File: src/rtl/key_pkg.sv
// Shared types and helpers for the push-button filter: FSM state encoding
// and counter width sizing.
package key_pkg;

    typedef enum logic [1:0] {
        IDLE    = 2'd0,
        FILT_DN = 2'd1,
        DOWN    = 2'd2,
        FILT_UP = 2'd3
    } key_state_e;

    // Bits needed to hold 0..n-1; never less than one bit.
    function automatic int cnt_width(input int n);
        return (n <= 2) ? 1 : $clog2(n);
    endfunction

endpackage

File: src/rtl/key_sync.sv
// Two-flop synchronizer for the raw button; output is normalised so that
// p = 1 means pressed regardless of the button wiring.
module key_sync #(
    parameter logic RST_VAL    = 1'b1,
    parameter bit   ACTIVE_LOW = 1'b1
) (
    input  logic s_clk,
    input  logic s_rst_n,
    input  logic key_in,
    output logic p
);

    logic [1:0] sync_d;
    logic [1:0] sync_q;

    // Shift the raw input through the two metastability stages
    always_comb begin
        sync_d = {sync_q[0], key_in};
    end

    // Synchronizer flops reset to the released raw level
    always_ff @(posedge s_clk or negedge s_rst_n) begin
        if (!s_rst_n) begin
            sync_q <= {2{RST_VAL}};
        end else begin
            sync_q <= sync_d;
        end
    end

    assign p = sync_q[1] ^ logic'(ACTIVE_LOW);

endmodule

File: src/rtl/key_filter.sv
// Push-button debouncer: emits registered press/release/long/repeat pulses
// and a stable pressed level from one raw bouncing input.
module key_filter
    import key_pkg::*;
#(
    parameter int DEBOUNCE_CNT = 1_000_000,
    parameter int LONG_CNT     = 50_000_000,
    parameter int REPEAT_CNT   = 10_000_000,
    parameter bit ACTIVE_LOW   = 1'b1
) (
    input  logic s_clk,
    input  logic s_rst_n,
    input  logic key_in,
    output logic key_press,
    output logic key_release,
    output logic key_long,
    output logic key_rpt,
    output logic key_level
);

    localparam int DW = cnt_width(DEBOUNCE_CNT);
    localparam int HW = cnt_width(LONG_CNT);
    localparam int RW = cnt_width(REPEAT_CNT);

    localparam logic [DW-1:0] D_LAST = DW'(DEBOUNCE_CNT - 1);
    localparam logic [HW-1:0] H_LAST = HW'(LONG_CNT - 1);
    localparam logic [RW-1:0] R_LAST = RW'(REPEAT_CNT - 1);
    localparam logic [DW-1:0] D_ONE  = DW'(1);
    localparam logic [HW-1:0] H_ONE  = HW'(1);
    localparam logic [RW-1:0] R_ONE  = RW'(1);

    logic p;

    key_state_e      state_d, state_q;
    logic [DW-1:0]   dcnt_d, dcnt_q;
    logic [HW-1:0]   hcnt_d, hcnt_q;
    logic [RW-1:0]   rcnt_d, rcnt_q;
    logic            long_done_d, long_done_q;
    logic            press_d, press_q;
    logic            release_d, release_q;
    logic            long_d, long_q;
    logic            rpt_d, rpt_q;
    logic            level_d, level_q;

    key_sync #(
        .RST_VAL    (logic'(ACTIVE_LOW)),
        .ACTIVE_LOW (ACTIVE_LOW)
    ) u_sync (
        .s_clk   (s_clk),
        .s_rst_n (s_rst_n),
        .key_in  (key_in),
        .p       (p)
    );

    // Next-state, counter and event logic for the debounce/hold FSM
    always_comb begin
        state_d     = state_q;
        dcnt_d      = dcnt_q;
        hcnt_d      = hcnt_q;
        rcnt_d      = rcnt_q;
        long_done_d = long_done_q;
        press_d     = 1'b0;
        release_d   = 1'b0;
        long_d      = 1'b0;
        rpt_d       = 1'b0;
        level_d     = level_q;

        case (state_q)
            IDLE: begin
                if (p) begin
                    state_d = FILT_DN;
                    dcnt_d  = '0;
                end else begin
                    state_d = IDLE;
                end
            end
            FILT_DN: begin
                if (!p) begin
                    state_d = IDLE;
                    dcnt_d  = '0;
                end else if (dcnt_q == D_LAST) begin
                    state_d     = DOWN;
                    hcnt_d      = '0;
                    rcnt_d      = '0;
                    long_done_d = 1'b0;
                    press_d     = 1'b1;
                    level_d     = 1'b1;
                end else begin
                    dcnt_d = dcnt_q + D_ONE;
                end
            end
            DOWN: begin
                // hcnt saturates at the long-press point; rcnt takes over after
                if (!long_done_q) begin
                    if (hcnt_q == H_LAST) begin
                        long_d      = 1'b1;
                        long_done_d = 1'b1;
                    end else begin
                        hcnt_d = hcnt_q + H_ONE;
                    end
                end else begin
                    if (rcnt_q == R_LAST) begin
                        rcnt_d = '0;
                        rpt_d  = 1'b1;
                    end else begin
                        rcnt_d = rcnt_q + R_ONE;
                    end
                end
                if (!p) begin
                    state_d = FILT_UP;
                    dcnt_d  = '0;
                end else begin
                    state_d = DOWN;
                end
            end
            FILT_UP: begin
                if (p) begin
                    state_d = DOWN;
                end else if (dcnt_q == D_LAST) begin
                    state_d     = IDLE;
                    dcnt_d      = '0;
                    hcnt_d      = '0;
                    rcnt_d      = '0;
                    long_done_d = 1'b0;
                    release_d   = 1'b1;
                    level_d     = 1'b0;
                end else begin
                    dcnt_d = dcnt_q + D_ONE;
                end
            end
            default: begin
                state_d     = IDLE;
                dcnt_d      = '0;
                hcnt_d      = '0;
                rcnt_d      = '0;
                long_done_d = 1'b0;
                level_d     = 1'b0;
            end
        endcase
    end

    // State, counters and registered outputs
    always_ff @(posedge s_clk or negedge s_rst_n) begin
        if (!s_rst_n) begin
            state_q     <= IDLE;
            dcnt_q      <= '0;
            hcnt_q      <= '0;
            rcnt_q      <= '0;
            long_done_q <= 1'b0;
            press_q     <= 1'b0;
            release_q   <= 1'b0;
            long_q      <= 1'b0;
            rpt_q       <= 1'b0;
            level_q     <= 1'b0;
        end else begin
            state_q     <= state_d;
            dcnt_q      <= dcnt_d;
            hcnt_q      <= hcnt_d;
            rcnt_q      <= rcnt_d;
            long_done_q <= long_done_d;
            press_q     <= press_d;
            release_q   <= release_d;
            long_q      <= long_d;
            rpt_q       <= rpt_d;
            level_q     <= level_d;
        end
    end

    assign key_press   = press_q;
    assign key_release = release_q;
    assign key_long    = long_q;
    assign key_rpt     = rpt_q;
    assign key_level   = level_q;

endmodule

File: config.mk
export PLATFORM = sky130hd
export DESIGN_NAME = key_filter
export DESIGN_NICKNAME = d
export VERILOG_FILES = /design/src/rtl/key_pkg.sv /design/src/rtl/key_sync.sv /design/src/rtl/key_filter.sv
export SDC_FILE = /design/constraint.sdc
export NUM_CORES = 1
export LEC_CHECK = 0
export BUFFER_PORTS_ARGS = -buffer_cell sky130_fd_sc_hd__buf_2
export CORE_AREA = 3 3 67 115
export CTS_BUF_LIST = sky130_fd_sc_hd__clkbuf_8
export CTS_CLUSTER_SIZE = 16
export DETAILED_ROUTE_END_ITERATION = 10
export DIE_AREA = 0 0 70 118
export GPL_ROUTABILITY_DRIVEN = 0
export PLACE_DENSITY = 0.8
export SETUP_SLACK_MARGIN = 0.5
export SYNTH_ARGS = -nofsm -noshare
export SYNTH_HDL_FRONTEND = slang
export SYNTH_HIERARCHICAL = 1
export SYNTH_SLANG_ARGS = --single-unit
export TNS_END_PERCENT = 10
File: constraint.sdc
create_clock -name s_clk -period 3.25 [get_ports s_clk]
set_input_delay 0.325 -clock s_clk [delete_from_list [all_inputs] [get_ports s_clk]]
set_output_delay 0.325 -clock s_clk [all_outputs]
set_load 0.05 [all_outputs]
==> run metrics <==
status=completed; Data arrival, critical path=2920 ps; port bufs=7; Detailed Place HPWL=roughly 7.1 mm; grt met2 use=between 40% and 50%; antenna cells=0; final total power=1.76 mW; CTS tree=done; GRT Util Overall=between 20% and 30%; RSZ-0062 raised after global routing=true; initial antenna violation count=0; Worst-Skew Late Latency=370 ps; non-filler cells in the finished layout=608; min cycle time layout=2680 ps; critical path data required time=3490 ps; Synth Flop Type=dfrtp_1; fin nets=approximately 530; final hold vios=0; I/O Pins=8; ys async rst share=100%; nature of the critical path endpoint=register; setup TNS=0 ps; Post-Layout Inst Area=4780 um^2; Synth Cell Area=4400 um^2; total grt overflow=0; post-placement cell count=590; worst-path fanout max=11; total number of yosys warnings=6; busiest metal layer after global routing=met2; Synth Instances=between 500 and 600; Rows=40; cts bufs inserted=9; placed cell area=4530 um^2; ratio of final minimum period to clock period=82.4%; Initial Utilization=between 60% and 70%; actual slew at the worst max-slew pin=1010 ps; Post-synth EDFFs=0; Vias/cell=6.51; Slew headroom=33.0%; skew final=10.3 ps; total of max-cap violations=0; Pleak=1.90 nW; Max rail drop VDD=0.000335 V; wirelength, routed=10.5 mm; Startpoint Class=register; drt wl/cell=17.2 um; Die W=70 um; Fin Hold WS=38.9 ps; CTS Hold Bufs=0; layout cells sized above 1=10.1%; largest net degree at the start of global routing=81; number of synthesized register bits=80; Detail Route Antenna Nets=0; Syn Nets=516; DRT Pass-1 Iters=5; chip height=roughly 120 um; vias in the first global route=between 3000 and 4000; worst-case clock buffer depth=2; 1st-iter DRT viols=322; die footprint=8260 um^2; met3 Use GR=under 10%; P per Cell Area=367 nW/um^2; H-tree levels=3; Sink Count=80; worst setup path category=reg2reg; M1 GR Usage=30.4%; CORE AREA=6910 um^2; register area share after synthesis=45.6%; Final setup viols=0; first-pass GRT wire length=17.9 mm; DRC=0; Area Growth Syn to Fin=8.85%; Synth cell types=52; worst hold path class=in2reg; Worst-path clk slew=90 ps; routed vias=3956; Max Freq=0.373 GHz; Filler cells=566; Root Driver=clkbuf_8; Slew Limit Fails=0; syn avg cell area=8.62 um^2
==> worst max-delay path, cell delays in order, from the launching register on <==
cell	delay [ps]
dfrtp_1	440
or4b_1	510
or4_4	600
a211o_4	430
nor4_2	340
xnor2_1	160
nor2_1	60
==> routing by layer <==
| layer | part of all wire [%] | wire, um | vias to the layer above |
|---|---|---|---|
| li1 | - | - | 1892 |
| met5 | 0 | 0 | - |
| met2 | 55 | 5740 | 106 |
| met4 | 2.0 | 212 | 0 |
| met3 | 4.0 | 422 | 23 |
| met1 | 39 | 4110 | 1935 |
==> registers in the layout (all words and copies together), names as in the netlist, named ones only <==
register,flops
key_level,1
rcnt_q,24
long_done_q,1
state_q,1
key_rpt,1
u_sync/sync_q,2
key_press,1
hcnt_q,26
key_release,1
key_long,1
dcnt_q,20
==> stage by stage <==
| step | worst slack, ps | utilization (%) |
|---|---|---|
| 2_1_floorplan | 679 | - |
| 3_3_place_gp | 498 | 65.6 |
| 3_5_place_dp | 424 | 65.6 |
| 4_1_cts | 493 | 68.6 |
| 5_1_grt | 492 | 69.3 |
| 6_report | 572 | 69.3 |
==> Yosys cell counts, drive strengths merged (5+ instances only) <==
| cell | count | area, um^2 |
|---|---|---|
| dfrtp | 78 | 1950 |
| nor2 | 67 | 254 |
| nand2 | 48 | 180 |
| o21ai | 45 | 225 |
| nand3 | 30 | 150 |
| a21oi | 28 | 140 |
| a31oi | 26 | 163 |
| clkbuf | 19 | 72.6 |
| xnor2 | 19 | 166 |
| nor3 | 17 | 85.1 |
| nand4 | 16 | 100 |
| o31ai | 12 | 90.1 |
| and3 | 10 | 62.6 |
| nor4 | 10 | 62.6 |
| inv | 8 | 30.0 |
| nand2b | 6 | 37.5 |
| or3 | 6 | 37.5 |
| and4 | 5 | 43.8 |
| or4 | 5 | 37.5 |
==> cells by family (layout without fill, tap and decap cells) <==
group                      count (synthesis)  after routing  share of synthesized area [%]
and+or+nand+nor                          240            240                           27.5
AOI/OAI and AO/OA                        135            135                           18.9
DFF                                       80             80                           45.6
buffers and inverters                     29             43                           2.53
xor gates and xnor gates                  22             22                           4.38
adders and majority gates                  3              3                          0.854
muxes                                      1              1                          0.256
==> placed cells by master (no fill, tap or decap), types with 3 or more instances in the layout <==
| cell | instances |
|---|---|
| or4_1 | 4 |
| inv_6 | 6 |
| o21ai_0 | 42 |
| inv_1 | 8 |
| buf_4 | 12 |
| nand2_1 | 48 |
| nor4_2 | 4 |
| nand2b_1 | 6 |
| and2_1 | 3 |
| xnor2_1 | 19 |
| and4_1 | 5 |
| dfrtp_1 | 78 |
| clkbuf_8 | 9 |
| and3_1 | 10 |
| xor2_1 | 3 |
| nor4b_1 | 3 |
| a21oi_1 | 28 |
| o31ai_1 | 12 |
| buf_2 | 6 |
| nor3_1 | 17 |
| nor3b_1 | 3 |
| nor4_1 | 5 |
| or3_1 | 6 |
| nand4_1 | 16 |
| o31a_1 | 3 |
| a31oi_1 | 26 |
| ha_1 | 3 |
| nand3_1 | 30 |
| a22o_1 | 4 |
| nor2_1 | 66 |
| o211ai_1 | 3 |
==> power by group <==
| part | switching [mW] | total [mW] | internal [mW] |
|---|---|---|---|
| logic | 0.0362 | 0.0472 | 0.0111 |
| registers | 0.00718 | 1.01 | 1.00 |
| clock network | 0.409 | 0.704 | 0.295 |
| total | 0.453 | 1.76 | 1.31 |
==> worst paths after layout <==
check,end,from,slack (ps),depth (start not counted)
setup / recovery,rcnt_q[18]$_DFFE_PN0P_,dcnt_q[12]$_DFFE_PN0P_,570,6
hold / removal,u_sync/sync_q[0]$_DFF_PN1_,key_in,40,1
setup reg to reg,rcnt_q[18]$_DFFE_PN0P_,dcnt_q[12]$_DFFE_PN0P_,570,6
hold reg to reg,u_sync/sync_q[1]$_DFF_PN1_,u_sync/sync_q[0]$_DFF_PN1_,360,0
max in group asynchronous,hcnt_q[8]$_DFFE_PN0P_,s_rst_n,2480,1
min in group asynchronous,dcnt_q[19]$_DFFE_PN0P_,s_rst_n,90,1
==> final cells by class <==
| class | instances | area (um^2) | area share (%) |
|---|---|---|---|
| Tap cell | 84 | 105 | 2.20 |
| Multi-Input combinational cell | 401 | 2330 | 48.7 |
| Inverter | 8 | 30.0 | 0.628 |
| Timing Repair Buffer | 19 | 131 | 2.75 |
| Clock inverter | 7 | 61.3 | 1.28 |
| Sequential cell | 80 | 2000 | 41.9 |
| Clock buffer | 9 | 124 | 2.59 |
==> timing repair <==
action / 4_1_cts / 5_1_grt
gates resized for setup: 4 / 7
buffers inserted: 0 / 2
endpoints found under the setup margin: 6 / 31
gates cloned: 0 / 0
pin swaps: 0 / 1
Note: power is estimated with default switching activity, not from simulation.
